--- src/rtl/param_register_file.sv ---
// param_register_file: WIDTH x DEPTH register file with one synchronous write
// port (A), two combinational read ports (A, B) and a clear engine that zeroes
// one entry per cycle after reset or on a Clear request.
// Optional macro PARAM_REGISTER_FILE_BYPASS_EN: forward the WriteData of an
// accepted write straight to the read ports whose address matches AddressA.
module param_register_file #(
   parameter int WIDTH = 16,
   parameter int DEPTH = 64,
   localparam int AW   = $clog2(DEPTH)
) (
   input  logic             Clock,
   input  logic             nReset,
   input  logic             Clear,
   input  logic [AW-1:0]    AddressA,
   input  logic [WIDTH-1:0] WriteData,
   input  logic             WriteEnable,
   input  logic [AW-1:0]    AddressB,
   output logic [WIDTH-1:0] ReadDataA,
   output logic [WIDTH-1:0] ReadDataB,
   output logic             Ready,
   output logic [AW-1:0]    ClearIndex
);

   // AW+1 bits so a non power-of-two DEPTH compares without truncation
   localparam logic [AW:0]   DEPTH_L = (AW+1)'(DEPTH);
   localparam logic [AW-1:0] LAST_IX = AW'(DEPTH - 1);

   typedef enum logic {CLEARING = 1'b0, IDLE = 1'b1} state_t;

   state_t            r_state, w_state_nxt;
   logic [AW-1:0]     r_clear_idx, w_idx_nxt;
   logic [WIDTH-1:0]  r_mem [DEPTH];

   logic              w_a_in_range, w_b_in_range;
   logic              w_wr_acc, w_clr_we, w_mem_we;
   logic [AW-1:0]     w_mem_addr;
   logic [WIDTH-1:0]  w_mem_data;
   logic [WIDTH-1:0]  w_rd_a, w_rd_b;

   assign w_a_in_range = ({1'b0, AddressA} < DEPTH_L);
   assign w_b_in_range = ({1'b0, AddressB} < DEPTH_L);

   assign Ready      = (r_state == IDLE);
   assign ClearIndex = r_clear_idx;

   // A write is discarded when Clear wins the same edge in IDLE
   assign w_wr_acc = Ready && WriteEnable && w_a_in_range && !Clear;
   // nReset gate keeps entry 0 untouched while reset is held
   assign w_clr_we = (r_state == CLEARING) && nReset;

   assign w_mem_we   = w_clr_we || w_wr_acc;
   assign w_mem_addr = w_clr_we ? r_clear_idx : AddressA;
   assign w_mem_data = w_clr_we ? '0 : WriteData;

   // State and clear pointer; reset restarts the clear sweep from entry 0
   always_ff @(posedge Clock or negedge nReset) begin
      if (!nReset) begin
         r_state     <= CLEARING;
         r_clear_idx <= '0;
      end else begin
         r_state     <= w_state_nxt;
         r_clear_idx <= w_idx_nxt;
      end
   end

   // Next state: sweep every entry once, then idle until Clear
   always_comb begin
      w_state_nxt = r_state;
      w_idx_nxt   = r_clear_idx;
      case (r_state)
         CLEARING: begin
            if (r_clear_idx == LAST_IX) begin
               w_state_nxt = IDLE;
               w_idx_nxt   = '0;
            end else begin
               w_idx_nxt = r_clear_idx + AW'(1);
            end
         end
         IDLE: begin
            if (Clear) begin
               w_state_nxt = CLEARING;
               w_idx_nxt   = '0;
            end
         end
         default: begin
            w_state_nxt = CLEARING;
            w_idx_nxt   = '0;
         end
      endcase
   end

   // Storage has no reset; the clear engine zeroes it
   always_ff @(posedge Clock) begin
      if (w_mem_we) r_mem[w_mem_addr] <= w_mem_data;
   end

   // Stored contents, masked to 0 while clearing or when out of range
   always_comb begin
      w_rd_a = '0;
      w_rd_b = '0;
      if (Ready && w_a_in_range) w_rd_a = r_mem[AddressA];
      if (Ready && w_b_in_range) w_rd_b = r_mem[AddressB];
   end

`ifdef PARAM_REGISTER_FILE_BYPASS_EN
   // Write-through: an accepted write is visible on matching ports before the edge
   always_comb begin
      ReadDataA = w_rd_a;
      ReadDataB = w_rd_b;
      if (w_wr_acc) begin
         ReadDataA = WriteData;
         if (AddressB == AddressA) ReadDataB = WriteData;
      end
   end
`else
   // Reads always reflect stored contents only
   always_comb begin
      ReadDataA = w_rd_a;
      ReadDataB = w_rd_b;
   end
`endif

endmodule

--- config.mk ---
export PLATFORM = sky130hd
export DESIGN_NAME = param_register_file
export DESIGN_NICKNAME = d
export VERILOG_FILES = /design/src/rtl/param_register_file.sv
export SDC_FILE = /design/constraint.sdc
export NUM_CORES = 1
export LEC_CHECK = 0
export ABC_CLOCK_PERIOD_IN_PS = 2900
export BUFFER_PORTS_ARGS = -buffer_cell sky130_fd_sc_hd__clkbuf_2
export CAP_MARGIN = 0
export CORE_AREA = 2 2 373 375
export DETAILED_ROUTE_END_ITERATION = 16
export DIE_AREA = 0 0 375 377
export PLACE_DENSITY = 0.55
export SYNTH_ARGS = -nofsm -noshare
export SYNTH_HDL_FRONTEND = slang
export SYNTH_SLANG_ARGS = --single-unit
--- constraint.sdc ---
create_clock -name Clock -period 2.9 [get_ports Clock]
set_input_delay 0.145 -clock Clock [delete_from_list [all_inputs] [get_ports Clock]]
set_output_delay 0.145 -clock Clock [all_outputs]
set_load 0.1 [all_outputs]
==> results.toml <==
[hold_path]
holdPathStages = 2
hp-class = "input pin to flop"

[timing]
period_needed_ns = 2.97
max_slew_margin_pct = 6.30
fin_crit_sh_pct = 103
hold_viol = 0
fmax_mhz = 336
slew_viol_final = 0
rsz0062_at_grt = "yes"
setup_viol = 2
fin_ws_ns = -0.0745
worstMarginPinSlew_ns = 1.41
skew_ns = 0.0189

[power_and_ir_drop]
finalPower_w = 0.0367
p_per_area_nw_per_um2 = 629
p_leak_nw = 18.7
max-vdd-ir-drop_uv = 456

[cells_and_area]
drive_gt1_share_pct = 44.8
nNetsFinal = 2774
fin_area_um2 = 58300
final_common_cell = "edfxtp_1"
layout_common_cells = "edfxtp_1, mux4_2, buf_4"
area_delta_synth_final_pct = 21.7

[floorplan]
dieArea_um2 = 141000
num_rows = 136
start_util_pct = 35.0
die_x_um = 375
die_y_um = 377
core_area_um2 = 137000
ios = 71

[synth]
ys.flop_type = "edfxtp_1"
synth_fp_nets = 2448
synth_cells = 2415
synth_mux_area_share_pct = 26.6
synth_top_family_by_area = "multiplexers"
avgSynthCellArea_um2 = 19.8
synthSimpleGateAreaFrac_pct = 3.21
synth_top_cell_by_area = "edfxtp_1"
yosys.area_share.adder_pct = 0.0261
synth_compound_area_share_pct = 3.54
ys_ff_latch = 1031
yosys.area.top_type_share_pct = 64.2
mappedNetlistArea_um2 = 47900
synth_edf_count = 1024
yosys-top-cells-area = "edfxtp_1, mux4_2, mux2i_1"
async_flop_share_pct = 0.679
yosysSeqAreaShare_pct = 64.6
synth_cell_types = 51
synth-xor-area-share_pct = 0
ys.warnings.count = 0

[detailed_routing]
drt_iter0_markers = 4276
wl_per_cell_um = 34.7
vias = 28668
drc = 0
wl_mm = 161
drt-pass1-iter-count = 6
antenna_left = 0
vias_per_cell = 6.19

[setup_path]
required_ns = 2.76
r2r_slack_ns = 0.15
rr_worst_depth = 3
path_class = "flop to output port"
cp-start-kind = "flop"
critPathMaxFanout = 2
cp-end-kind = "output port"
arrival_ns = 2.83

[placed_design]
io_buffer_count = 70
place_congestion = 0.940
dp_hpwl_mm = 109
postPlaceCellArea_um2 = 54000

[clock_network]
clockRootBuffer = "clkbuf_16"
cts_tree = "done"
cts_max_level = 3
cts_sinks = 1031
clk_pin_slew_ns = 0.06
cts_inserted_buffers = 111
clk_path_buf_depth = 3
clk-insertion-delay-late_ns = 0.71

[global_route]
grt_pass1_wl_mm = 225
antenna_found_initial = 2
grt_start_max_net_pins = 65
grt.total_usage_pct = 22.6
overflow = 0
grt_pass1_vias = 28692

[run_status]
status = "complete, but fails checks"
violations = "negative setup slack"

[run]
drv_cap = 0
[worst max-delay path, stage by stage (launching register included)]
cell and delay (ns):
edfxtp_1 0.38, mux4_2 0.54, mux4_2 0.53, nand2b_4 0.21, a22o_4 0.29, buf_12 0.17
[kinds of logic after synthesis]
kind of cell	Yosys count
flops	1031
mux	622
simple gates	326
compound gates	242
buf+inv	193
fa+ha+maj	1
[per-stage QoR]
stage | setup slack [ns] | hold WS [ns] | instances | util (%) | setup TNS, ns
after floorplan | -0.299 | -0.151 | 2415 | - | -7.61
after global placement | -0.406 | 0.0185 | 4421 | 39.4 | -0.546
after global routing | -0.101 | 0.185 | 4632 | 42.6 | -0.274
after CTS | -0.105 | 0.140 | 4633 | 42.5 | -0.210
final | -0.0745 | 0.183 | 4633 | 42.6 | -0.117
after detailed placement | -0.343 | 0.0239 | 4421 | 39.4 | -0.499
[flip-flops by register name (all words and copies together), names as in the netlist]
register    count
r_mem        1024
Ready           1
ClearIndex      6
[where the power goes]
group | switching (W) | internal (W) | total [W]
clock | 0.00601 | 0.00889 | 0.0149
sequential | 0.000193 | 0.0168 | 0.0170
combinational | 0.00303 | 0.00174 | 0.00477
[final timing paths]
path / startpoint / endpoint
setup reg to reg: Ready / r_mem[40][14]
hold / removal: WriteData[1] / r_mem[43][1]
hold reg to reg: ClearIndex[4] / ClearIndex[4]
max in group asynchronous: nReset / Ready
min in group asynchronous: nReset / ClearIndex[3]
setup / recovery: r_mem[23][9] / ReadDataB[9]
[per-layer routing]
layer  vias to the layer above  track usage [%]  wire [um]
met5                         -                0          0
met4                         0             6.66       4360
met3                       221             4.48      16600
met2                      1791             35.3      75000
met1                     15495             32.2      64900
li1                      11161                -          -
[synth_stat cells (11+ instances only)]
cell      count
nor3_1       17
edfxtp_1   1024
buf_4        25
nor2_1       90
o22ai_1     100
mux2_2       17
buf_6        12
and2_1       19
mux2i_1      86
clkbuf_1     80
buf_1        13
a32oi_1      13
nor2b_1      25
a221oi_1     11
o221ai_1     13
o21ai_0      13
nand2b_1     19
mux4_2      517
o31ai_1      15
nand2_1      99
a211oi_1     26
buf_2        57
nand3_1      28
[repair_timing]
action	in CTS	in global routing
resized for setup	81	14
pin swaps	11	10
setup buffers	3	1
hold buffers	3	0
hold endpoints to repair	14	0
endpoints found under the setup margin	27	15
[layout make-up]
| cell class | count | area [um2] |
|---|---|---|
| Antenna cell | 1 | 2.50 |
| Clock buffer | 129 | 2850 |
| Clock inverter | 81 | 982 |
| Fill cell | 11688 | 78700 |
| Inverter | 4 | 15.0 |
| Multi-Input combinational cell | 1191 | 16900 |
| Sequential cell | 1031 | 30900 |
| Tap cell | 1794 | 2240 |
| Timing Repair Buffer | 402 | 4410 |
Power figures use the tool's default switching activity.
